### src/rtl/fetch_unit.sv
// Instruction fetch unit: computes the fetch address, issues one memory read
// per accepted request, captures the returned word and flags fetch timeouts.
module fetch_unit (
  input  logic        CLK,
  input  logic        RST_N,
  input  logic        PC_EN,
  input  logic [1:0]  PC_MUX_SEL,
  input  logic [15:0] TARGET,
  output logic        IMEM_REQ,
  output logic [15:0] IMEM_ADDR,
  input  logic        IMEM_ACK,
  input  logic [15:0] IMEM_RDATA,
  output logic [15:0] INST,
  output logic        INST_VALID,
  output logic [15:0] PC,
  output logic        FETCH_BUSY,
  output logic        FETCH_ERR
);

  localparam int unsigned AW = 16;
  localparam int unsigned DW = 16;
  localparam int unsigned CW = 4;

  localparam logic [1:0] ST_IDLE = 2'd0;
  localparam logic [1:0] ST_REQ  = 2'd1;
  localparam logic [1:0] ST_HOLD = 2'd2;

  localparam logic [1:0] SEL_PC  = 2'b00;
  localparam logic [1:0] SEL_REL = 2'b01;
  localparam logic [1:0] SEL_ABS = 2'b10;

  localparam logic [DW-1:0] INST_RESET = 16'hF000;
  localparam logic [CW-1:0] WAIT_MAX   = 4'd15;

  logic [1:0]    state, state_nxt;
  logic [AW-1:0] pc_nxt, addr_nxt;
  logic [DW-1:0] inst_nxt;
  logic          valid_nxt, err_nxt, req_nxt;
  logic [CW-1:0] wait_cnt, wait_nxt;
  logic [AW-1:0] fetch_addr_c;

  // Fetch address mux; the relative mode adds a two's-complement offset mod 2^16.
  always_comb begin
    fetch_addr_c = PC;
    case (PC_MUX_SEL)
      SEL_PC:  fetch_addr_c = PC;
      SEL_REL: fetch_addr_c = AW'(PC + TARGET);
      SEL_ABS: fetch_addr_c = TARGET;
      default: fetch_addr_c = '0;
    endcase
  end

  // State register and all registered outputs.
  always_ff @(posedge CLK or negedge RST_N) begin
    if (!RST_N) begin
      state      <= ST_IDLE;
      PC         <= '0;
      IMEM_ADDR  <= '0;
      INST       <= INST_RESET;
      INST_VALID <= 1'b0;
      IMEM_REQ   <= 1'b0;
      FETCH_ERR  <= 1'b0;
      wait_cnt   <= '0;
    end else begin
      state      <= state_nxt;
      PC         <= pc_nxt;
      IMEM_ADDR  <= addr_nxt;
      INST       <= inst_nxt;
      INST_VALID <= valid_nxt;
      IMEM_REQ   <= req_nxt;
      FETCH_ERR  <= err_nxt;
      wait_cnt   <= wait_nxt;
    end
  end

  // Next-state and next-output logic.
  always_comb begin
    state_nxt = state;
    pc_nxt    = PC;
    addr_nxt  = IMEM_ADDR;
    inst_nxt  = INST;
    valid_nxt = INST_VALID;
    err_nxt   = FETCH_ERR;
    req_nxt   = IMEM_REQ;
    wait_nxt  = wait_cnt;

    case (state)
      ST_IDLE, ST_HOLD: begin
        if (PC_EN) begin
          state_nxt = ST_REQ;
          addr_nxt  = fetch_addr_c;
          valid_nxt = 1'b0;
          err_nxt   = 1'b0;
          req_nxt   = 1'b1;
          wait_nxt  = '0;
        end
      end
      ST_REQ: begin
        // ACK takes priority over a coincident timeout.
        if (IMEM_ACK) begin
          state_nxt = ST_HOLD;
          inst_nxt  = IMEM_RDATA;
          pc_nxt    = AW'(IMEM_ADDR + AW'(1));
          valid_nxt = 1'b1;
          req_nxt   = 1'b0;
        end else if (wait_cnt == WAIT_MAX) begin
          state_nxt = ST_IDLE;
          err_nxt   = 1'b1;
          req_nxt   = 1'b0;
        end else begin
          wait_nxt = CW'(wait_cnt + CW'(1));
        end
      end
      default: begin
        state_nxt = ST_IDLE;
        req_nxt   = 1'b0;
      end
    endcase
  end

  assign FETCH_BUSY = IMEM_REQ;

endmodule

### config.mk
export PLATFORM = sky130hd
export DESIGN_NAME = fetch_unit
export DESIGN_NICKNAME = d
export VERILOG_FILES = /design/src/rtl/fetch_unit.sv
export SDC_FILE = /design/constraint.sdc
export NUM_CORES = 1
export LEC_CHECK = 0
export BUFFER_PORTS_ARGS = -buffer_cell sky130_fd_sc_hd__buf_2
export CAP_MARGIN = 10
export CORE_MARGIN = 2
export CORE_UTILIZATION = 45
export DETAILED_ROUTE_END_ITERATION = 10
export GPL_ROUTABILITY_DRIVEN = 0
export PLACE_DENSITY_LB_ADDON = 0.25
export SYNTH_ARGS = -nofsm -noshare
export SYNTH_HDL_FRONTEND = slang
export SYNTH_SLANG_ARGS = --single-unit
### constraint.sdc
create_clock -name CLK -period 5.2 [get_ports CLK]
set_clock_uncertainty 0.1 [all_clocks]
set_input_delay 0.52 -clock CLK [delete_from_list [all_inputs] [get_ports CLK]]
set_output_delay 0.52 -clock CLK [all_outputs]
set_load 0.005 [all_outputs]
Word-level counts from Yosys, hierarchy flattened
Cells that the tools add are included.

Equal/unequal tests: 11. $add $sub $neg: 3. Muxes and demuxes: 19. Reduce and logical (&&, ||, !) cells: 10.

Operator list (count): $pmux W16 S3 (1); $add A16 B1 Y16 const B (1); $add A16 B16 Y16 (1); $mux W4 (3); $ne A2 B2 Y1 const B (5); $pmux W4 S2 (1); $reduce_and A4 Y1 (2); $mux W1 (7); $mux W2 (3); $pmux W1 S2 (3); $reduce_and A2 Y1 (3); $add A4 B1 Y4 const B (1); $eq A2 B1 Y1 const B (2); $eq A2 B2 Y1 const B (2); $eq A4 B4 Y1 const B (1); $logic_not A2 Y1 (2); $pmux W2 S2 (1); $ne A3 B3 Y1 const B (1); $reduce_and A3 Y1 (1); $reduce_bool A2 Y1 (1); $reduce_or A2 Y1 (1).

Output and inout port bits: 52. Bits in registers: 57. Input bits: 38. Logic and storage cells: 51.

Depth between registers and ports, before layout
Gate-level depths: netlist of run 1.

Depth in word-level cells: 4. Gate-level depth with buffers: 10. Depth with buffers taken out: 10.

Worst setup path before layout of run 1
OpenSTA, ideal clock, no wires.

Path kind: input to register. From: in TARGET[0]. To: reg IMEM_ADDR[12]. Arrival: 2.151 ns. Setup time: 0.142 ns. Stages: 10. Slack: 2.807 ns. Data required time: 4.958 ns. Path buffers: 0. Cells stage by stage: ha_1 inv_1 fa_1 nand2b_1 a21oi_2 o31a_1 a311o_1 a21oi_2 xor2_1 o221ai_1.

Word-level cells in the longest chain between the ends: 2.

Ends and longest elaborated chain: start: declaration (line 8) `input logic [15:0] TARGET,`; $add A16 B16 Y16 (line 47) `SEL_REL: fetch_addr_c = AW'(PC + TARGET);`; $pmux W16 S3 (line 45) `case (PC_MUX_SEL)`; end signal: assignment (line 67) `IMEM_ADDR <= addr_nxt;`; end: declaration (line 10) `output logic [15:0] IMEM_ADDR,`.

Every way passes these cells. A chain may end at the register's enable or synchronous reset.

Worst setup path in the final report of run 1
From: reg PC[0]. To: reg IMEM_ADDR[12].

Word-level cells in the longest chain between the ends: 2.

Ends and longest elaborated chain: start: declaration (line 15) `output logic [15:0] PC,`; start signal: assignment (line 66) `PC <= pc_nxt;`; $add A16 B16 Y16 (line 47); $pmux W16 S3 (line 45).

Every way passes these cells.

==> summary by stage, run 1 <==
Status
The run finished with clean final reports.

Routing
For this block, the initial DRC count from the detailed router was 153. Dividing the detail-routed via count by the number of cells gives 5.31. The number of iterations in the first detailed-routing pass is 4.

The final route contains 2,817 vias. The post-route antenna net violation count is 0. Wires add up to 7850 um.

Dividing the detail-routed wire length by the instance count gives 14.8 um. In the routed design, unresolved DRC markers number 0.

Logic synthesis
The dominant combinational cell family by area after synthesis is compound AO/OA/AOI/OAI gates. The multiplexer share of the synthesized area is 0.106. The area fraction in and, or, nand and nor cells after synthesis is 0.139.

The number of distinct library cells after synthesis is 48. The most used flip-flop cell after synthesis is sky130_fd_sc_hd__dfrtp_1. The post-synthesis xor/xnor area fraction is 0.0735. The arithmetic-cell share of the synthesized area counting full adders, half adders and majority gates is 0.0697. When the netlist entered floorplanning its net count stood at 394. Each instance of the synthesized netlist takes up on average 9.87 um2.

In this run the cell area of the synthesized design comes to 3340 um2. The Yosys warning count is 0. In this run, synthesis produced a sequential element count of 57. The share of the Yosys chip area taken by registers is 0.429. The count of flip-flops with a built-in enable after synthesis is 0. The gate count after technology mapping is 338. The async set-or-reset flop fraction in the synthesized netlist is 1.00. The share of the synthesized area in compound gates (AO/OA/AOI/OAI) is 0.155.

Placement
Detailed placement finished with a half-perimeter wire length of 5600 um. The worst slack at placement is 2.46 ns. The instance area at placement is 3860 um2. The total of buffers placed on input and output ports is 89.

Layout
0 antenna diodes ended up in the layout. Once layout is complete, the utilization of the core stands at 0.565. The post-synthesis to final-layout area growth is 22.2%.

The final cell area excluding filler cells is 4080 um2. Summing all flip-flop and latch instances after layout gives 1430 um2. After filler insertion, the fill cell instance count of the layout stands at 670. The fraction of layout cells with a size suffix above 1 is 0.308. The multi-input combinational cells in the finished layout cover a total of 1810 um2. The net total in the final layout is 483.

Global route
The number of global-route vias before repair is 2,715. The total global routing track utilization is 0.200. The pin count of the biggest net entering global routing is 58. The first global-routing pass estimated 13,000 um of wire. The initial antenna violation count came to 0. The overflow left after global routing is 0.

STA
The worst path needs 2.49 ns of the cycle, external delays included. Setup violations remaining at the end of the flow were counted as 0. The number of hold-slack violations in the final timing report came to 0. The setup TNS is 0 ns. Setup repair after global routing left no endpoint under its margin. The fmax is 402 MHz.

The count of pins over their slew limit is 0. The worst path setup slack after routing is 2.71 ns. The slew at the pin closest to its max-slew limit is 0.961 ns.

In the finished design, the share of the clock period the worst path needs comes to 0.479. Measured against its own limit, the worst slew margin works out to 0.359.

Floorplan
The floorplan step defined a die boundary enclosing 8120 um2. The count of pins on the block boundary is 90. The region available for standard cell placement spans 7210 um2. The floorplan step set the die height to 90.1 um. The standard-cell row count is 31. The starting density of the core is 0.463. The floorplan step set the die width to 90.1 um.

Power and ir drop
For this design the ratio of total power to cell area is 530 nW/um2. Of the total power, the clock network draws 0.214. The overall power of the completed layout is 2.16 mW. For this design the static power due to leakage is 1.98 nW.

The net switching power of the design is 0.810 mW. The switching part of the total is 0.375. The internal power consumption is 1.35 mW. The proportion of power drawn by combinational gates is 0.411. The share of power burned in registers is 0.375. The highest ir drop seen on vdd is 263 uV.

Clocking
The number of clock sinks is 57. TritonCTS built the clock tree. For the worst-skew pair, the clock arrives at the later sink with an insertion delay of 0.34 ns. After clock tree synthesis, the clock-pin slew on the worst setup and hold paths is 0.07 ns. In this run the number of H-tree levels came out at 3. Gates resized during post-CTS repair numbered 0. TritonCTS created 9 clock buffers. The number of buffers inserted by post-CTS setup repair is 0. The clock tree root buffer cell is sky130_fd_sc_hd__clkbuf_8.

The maximum clock insertion buffer count is 2. For this design, the CTS-stage hold fixing added 0 buffers.

Setup path
For the worst flop-to-flop path, the logic depth is 10. The kind of end point of the critical path is a flop. STA puts the critical path data required time at 5.30 ns. By startpoint and endpoint, the worst setup path is classified as reg2reg.

The worst-path maximum fanout is 4. Data on the critical path arrives at its endpoint at 2.59 ns. STA classifies the critical path startpoint as a flop.

Job
The number of maximum-capacitance violations is 0.

Worst hold path
The min-delay analysis places its worst path in the category in2async.
==> flip-flops by register name, indices dropped and copies added (netlist names) <==
name	cells
INST_VALID	1
FETCH_ERR	1
wait_cnt	4
IMEM_ADDR	16
state	2
FETCH_BUSY	1
PC	16
INST	16
==> power groups by stage <==
stage / registers (mW) / logic [mW] / clock network (mW)
after floorplan: 0.801 / 0.584 / 0
final: 0.811 / 0.890 / 0.462
after detailed placement: 0.813 / 0.890 / 0
after global routing: 0.842 / 0.994 / 0.496
after global placement: 0.807 / 0.872 / 0
after CTS: 0.811 / 0.894 / 0.469
==> critical path, cell delays in order, from the launching register on <==
cell and delay, ns:
sky130_fd_sc_hd__dfrtp_1 0.41, sky130_fd_sc_hd__ha_1 0.22, sky130_fd_sc_hd__inv_1 0.07, sky130_fd_sc_hd__fa_1 0.19, sky130_fd_sc_hd__nand2b_1 0.16, sky130_fd_sc_hd__a21oi_2 0.09, sky130_fd_sc_hd__o31a_1 0.30, sky130_fd_sc_hd__a311o_1 0.35
sky130_fd_sc_hd__a21oi_2 0.17, sky130_fd_sc_hd__xor2_1 0.17, sky130_fd_sc_hd__o221ai_1 0.13
==> Yosys cell counts, types with 5 or more instances <==
cell type / count / area [um2]
sky130_fd_sc_hd__dfrtp_1: 53 / 1330
sky130_fd_sc_hd__nand2_1: 49 / 184
sky130_fd_sc_hd__o21ai_0: 19 / 95.1
sky130_fd_sc_hd__mux2_2: 18 / 203
sky130_fd_sc_hd__ha_1: 17 / 213
sky130_fd_sc_hd__mux2i_1: 15 / 150
sky130_fd_sc_hd__nor2_1: 15 / 56.3
sky130_fd_sc_hd__xnor2_1: 15 / 131
sky130_fd_sc_hd__xor2_1: 13 / 114
sky130_fd_sc_hd__o221ai_1: 12 / 105
sky130_fd_sc_hd__a21oi_1: 11 / 55.1
sky130_fd_sc_hd__o21ai_1: 11 / 55.1
sky130_fd_sc_hd__inv_1: 9 / 33.8
sky130_fd_sc_hd__nand3_1: 9 / 45.0
sky130_fd_sc_hd__clkbuf_1: 7 / 26.3
sky130_fd_sc_hd__nand2b_1: 6 / 37.5
sky130_fd_sc_hd__a21o_1: 5 / 37.5
==> final cells by class <==
| class | instances | share of cell area |
|---|---|---|
| Clock inverter | 7 | 0.0233 |
| Sequential cell | 57 | 0.351 |
| Tap cell | 99 | 0.0304 |
| Clock buffer | 9 | 0.0304 |
| Multi-Input combinational cell | 259 | 0.444 |
| Timing Repair Buffer | 91 | 0.113 |
| Inverter | 9 | 0.00828 |
==> kinds of logic (layout without fill, tap and decap cells) <==
group	Yosys count	after routing
mux	33	33
xor+xnor	28	28
fa+ha+maj	18	18
buf+inv	22	116
simple gates	101	101
compound gates	79	79
flops	57	57
==> cell usage in the layout, fill, tap and decap left out, types with 6 or more instances in the layout <==
cell type	count
sky130_fd_sc_hd__o21ai_0	19
sky130_fd_sc_hd__o221ai_1	12
sky130_fd_sc_hd__mux2i_1	15
sky130_fd_sc_hd__a21oi_1	11
sky130_fd_sc_hd__inv_1	9
sky130_fd_sc_hd__nand3_1	9
sky130_fd_sc_hd__nand2_1	49
sky130_fd_sc_hd__o21ai_1	11
sky130_fd_sc_hd__buf_2	89
sky130_fd_sc_hd__xor2_1	13
sky130_fd_sc_hd__clkbuf_8	9
sky130_fd_sc_hd__ha_1	17
sky130_fd_sc_hd__dfrtp_1	53
sky130_fd_sc_hd__xnor2_1	15
sky130_fd_sc_hd__nor2_1	15
sky130_fd_sc_hd__mux2_2	18
sky130_fd_sc_hd__nand2b_1	6
==> metrics by stage <==
step / hold slack [ns] / cells
final: 0.214 / 531
after global routing: 0.280 / 531
after CTS: 0.245 / 531
after detailed placement: 0.363 / 515
after global placement: 0.358 / 515
after floorplan: 0.124 / 338
==> final timing paths <==
check	slack (ns)	end	start
hold / removal	0.21	IMEM_ADDR[10]	RST_N
min in group CLK	0.31	state[1]	PC_EN
setup reg to reg	2.71	IMEM_ADDR[12]	PC[0]
max in group asynchronous	4.30	INST[9]	RST_N
setup / recovery	2.71	IMEM_ADDR[12]	PC[0]
hold reg to reg	0.38	INST_VALID	INST_VALID
==> routing by layer <==
metal	share of wire	wire length, um	vias to the layer above	track usage
met3	0.076	598	13	0.0578
met2	0.45	3560	92	0.303
met5	0	0	-	0
met1	0.46	3570	1326	0.267
met4	0.016	123	0	0.0859
li1	-	-	1386	-
Note: power is estimated with default switching activity, not from simulation.
==> run 2, diff against run 1 <==
ABC_AREA = 1   (was unset)
clock period = 2.05 ns   (was 5.2 ns; I/O delays follow)
==> run 2 against run 1 <==
  * Flip-flop and latch count unchanged
  * First-iteration DRC count increased by 58%
  * Setup slack got worse by 2.6 ns
  * Non-clock buffer count rose by 25
  * Sequential power increased to 2.6 times the previous value
  * Sequential share of layout area down 5.3 points
  * Global-route usage rose by 3.5 points
  * Fmax up 31%
  * Synthesized cell count rose by 61%
  * Hold slack worse by 0.096 ns
  * Clock-buffer cell count did not move
  * Critical path type unchanged
==> summary by stage, run 2 <==
STA
The slew at the pin closest to its max-slew limit is 0.543 ns. The number of setup violations in the final report is 0. The fmax is 526 MHz. The count of pins over their slew limit is 0.

The number of hold-slack violations in the final timing report is 0. After routing, the total negative slack on setup checks comes to 0 ns. The tightest slew margin relative to the limit is 0.637. In the finished design, the share of the clock period the worst path needs comes to 0.928.

The worst path in the final design needs a cycle of 1.90 ns, including I/O delays and setup. Setup repair after global routing left no endpoint under its margin.

Routing
The residual DRC count is 0. The average via count per standard cell is 4.92. After detailed routing, no signal wire sits above met4.

Wires add up to 10,100 um. The routed design uses 525 um of met3 wire. For this block, the initial DRC count from the detailed router was 242. The post-route antenna net violation count is 0. The number of iterations in the first detailed-routing pass is 4. The wire length on met2 is 4810 um. After detailed routing, the wire length on met1 is 4660 um.

Dividing the detail-routed wire length by the instance count gives 13.1 um. The total via count in the routed design is 3,774.

Layout
The leading cell type in the layout, fill and taps excluded is sky130_fd_sc_hd__nand2_1. In the layout the commonest cells are 224 x sky130_fd_sc_hd__nand2_1, 89 x sky130_fd_sc_hd__buf_2, 69 x sky130_fd_sc_hd__inv_1, 53 x sky130_fd_sc_hd__dfrtp_1, 36 x sky130_fd_sc_hd__nand3_1. 0 antenna diodes ended up in the layout.

Compared with the post-synthesis result, the final layout area differs by 27.9%. In the final layout, the share of cells above drive strength 1 is 0.228. The largest registers in the layout are IMEM_ADDR x16, INST x16, PC x16. The net total in the final layout is 713. The final cell area excluding filler cells is 4800 um2.

Logic synthesis
sky130_fd_sc_hd__dfrtp_1 takes more of the synthesized area than any other cell. The portion of synthesized cell area occupied by the leading cell type is 0.353. The flip-flop cell with the highest count after synthesis is sky130_fd_sc_hd__dfrtp_1. In this run, distinct cell masters in the synthesized netlist total 41. The count of flip-flops with a built-in enable after synthesis is 0. The gate count after technology mapping is 543. The sequential cell area fraction in the yosys report is 0.381. The Yosys warning count is 0. By count the netlist is led by 226 x sky130_fd_sc_hd__nand2_1, 70 x sky130_fd_sc_hd__inv_1, 53 x sky130_fd_sc_hd__dfrtp_1. The async set-or-reset flop fraction in the synthesized netlist is 1.00. The synthesized netlist occupies a cell area of 3750 um2.

Averaged over all synthesized cells, the footprint is 6.91 um2. Sorting the synthesized cells by area gives the leading types as sky130_fd_sc_hd__dfrtp_1 35%, sky130_fd_sc_hd__nand2_1 23%, sky130_fd_sc_hd__inv_1 7.0%. The library cell with the highest instance count after synthesis is sky130_fd_sc_hd__nand2_1. The synthesis-stage register bit count is 57. The net count after synthesis is 599.

Global route
Across every metal layer, demand over resource in global routing totals 0.235. The initial antenna violation count came to 0. For this run the aggregate overflow at the end of global routing stands at 0.

The number of global-route vias before repair is 3,636. The pin count of the biggest net entering global routing is 58. The first global-routing pass estimated 16,600 um of wire.

Floorplan
The starting density of the core is 0.461. The floorplan has 33 rows. The die is 95.3 um tall. The horizontal die dimension is 95.3 um. The total die area is 9090 um2.

The area of the core is 8130 um2. The count of pins on the block boundary is 90.

Status
The flow ran to the end, and the final reports show no timing, DRC or antenna violations.

Worst hold path
The number of instances on the worst hold path is 5. The type of the tightest min-delay check is in2reg.

Placement
The placed instances occupy a cell area of 4340 um2. The total of buffers placed on input and output ports is 89. The wire-length estimate of the detail-placed layout is 7290 um.

Clocking
The longest clock path from root to sink contains 2 buffers. CTS saw 57 sinks. After clock tree synthesis, the clock-pin slew on the worst setup and hold paths is 0.07 ns. The total clock buffers created by CTS is 9. In this run the number of H-tree levels came out at 3.

The clock tree from TritonCTS is built. The clock tree root buffer cell is sky130_fd_sc_hd__clkbuf_8. The clock latency on the worst-skew pair is 0.34 ns.

Power and ir drop
The areal power density over the cells is 1260 nW/um2. The leakage power total is 2.73 nW. The highest ir drop seen on vdd is 708 uV.

Setup path
The kind of start point of the critical path is a flop. At the worst endpoint, the required time is 2.18 ns. The data arrival at the endpoint of the critical path is 2.03 ns. The worst register-to-register path has a depth of 10. By startpoint and endpoint, the worst setup path is classified as reg2reg. The worst setup path is captured at a flop. Of all nets on the critical path, the largest fanout is 5.

Job
The tool flagged a number of max-cap violations equal to 0.
[run 2: changes by cell type after synthesis, moves of 6 or more]
cell / previous run / this run
sky130_fd_sc_hd__mux2_2: 18 / 0
sky130_fd_sc_hd__nand3_1: 9 / 37
sky130_fd_sc_hd__mux2i_1: 15 / 0
sky130_fd_sc_hd__nand2b_1: 6 / 0
sky130_fd_sc_hd__a21oi_1: 11 / 18
sky130_fd_sc_hd__xor2_1: 13 / 5
sky130_fd_sc_hd__inv_2: 0 / 7
sky130_fd_sc_hd__o221ai_1: 12 / 1
sky130_fd_sc_hd__xnor2_1: 15 / 1
sky130_fd_sc_hd__inv_1: 9 / 70
sky130_fd_sc_hd__nand2_1: 49 / 226
sky130_fd_sc_hd__nor2_1: 15 / 21
[run 2: kinds of logic (layout without fill, tap and decap cells)]
logic type	after synthesis	in the layout	share of synthesized area
AO/OA/AOI/OAI	56	56	0.0857
XOR/XNOR	6	6	0.0140
adder cells (fa/ha/maj)	18	18	0.0620
buffers and inverters	91	210	0.0947
flip-flops	57	57	0.381
AND/OR/NAND/NOR	315	315	0.362
[run 2: worst max-delay path, cell delays in order, from the launching register on]
cell,delay (ns)
sky130_fd_sc_hd__dfrtp_1,0.42
sky130_fd_sc_hd__ha_1,0.35
sky130_fd_sc_hd__or2_1,0.25
sky130_fd_sc_hd__nand3_1,0.10
sky130_fd_sc_hd__nand2_1,0.11
sky130_fd_sc_hd__nand2_1,0.12
sky130_fd_sc_hd__nand3_1,0.08
sky130_fd_sc_hd__nand3_1,0.09
sky130_fd_sc_hd__nand2_1,0.07
sky130_fd_sc_hd__nand2_1,0.07
sky130_fd_sc_hd__nand2_1,0.05
[run 2: metal layers]
metal  GRT usage  up-vias
li1            -     1931
met1       0.310     1745
met2       0.390       89
met3      0.0466        9
met4      0.0725        0
met5           0        -
[run 2: where the power goes]
group          leakage, nW  switching (mW)  total (mW)  internal (mW)
Sequential           0.723           0.488        2.10           1.61
Clock                0.115           0.460        1.27          0.806
Combinational         1.89            1.57        2.70           1.13
Total                 2.73            2.52        6.07           3.55
[run 2: final cells by class]
cell class	count	area (um2)
repair buffers	116	703
multi-input cells	395	2000
well taps	105	131
clock inverters	7	119
clock buffers	9	124
inverters	78	293
flip-flops and latches	57	1430
fillers	761	3330
[run 2: metrics by stage]
| stage | setup WS [ns] | utilization | cells | power, mW | hold WS [ns] |
|---|---|---|---|---|---|
| finish | 0.148 | 0.590 | 767 | 6.07 | 0.119 |
| global route | 0.00755 | 0.590 | 767 | 6.62 | 0.156 |
| CTS | 0.0331 | 0.584 | 765 | 6.03 | 0.0989 |
| detailed placement | 0.0440 | 0.534 | 732 | 4.70 | 0.128 |
| global placement | 0.147 | 0.534 | 732 | 4.64 | 0.129 |
| floorplan | 0.221 | - | 543 | 3.69 | -0.191 |
[run 2: worst paths after layout]
check	start	end	slack (ns)
worst max-delay path	PC[2]	IMEM_ADDR[13]	0.15
min in group asynchronous	RST_N	wait_cnt[3]	0.29
worst min register to register	INST[12]	INST[12]	0.37
worst max register to register	PC[2]	IMEM_ADDR[13]	0.15
worst min-delay path	TARGET[0]	IMEM_ADDR[0]	0.12
max in group asynchronous	RST_N	INST[12]	1.26
[run 2: what timing repair did]
| item | 4_1_cts | 5_1_grt |
|---|---|---|
| hold buffers | 17 | 0 |
| endpoints found under the hold margin | 69 | 0 |
| resized for setup | 0 | 9 |
| setup buffers | 0 | 2 |
| endpoints found under the setup margin | 0 | 10 |
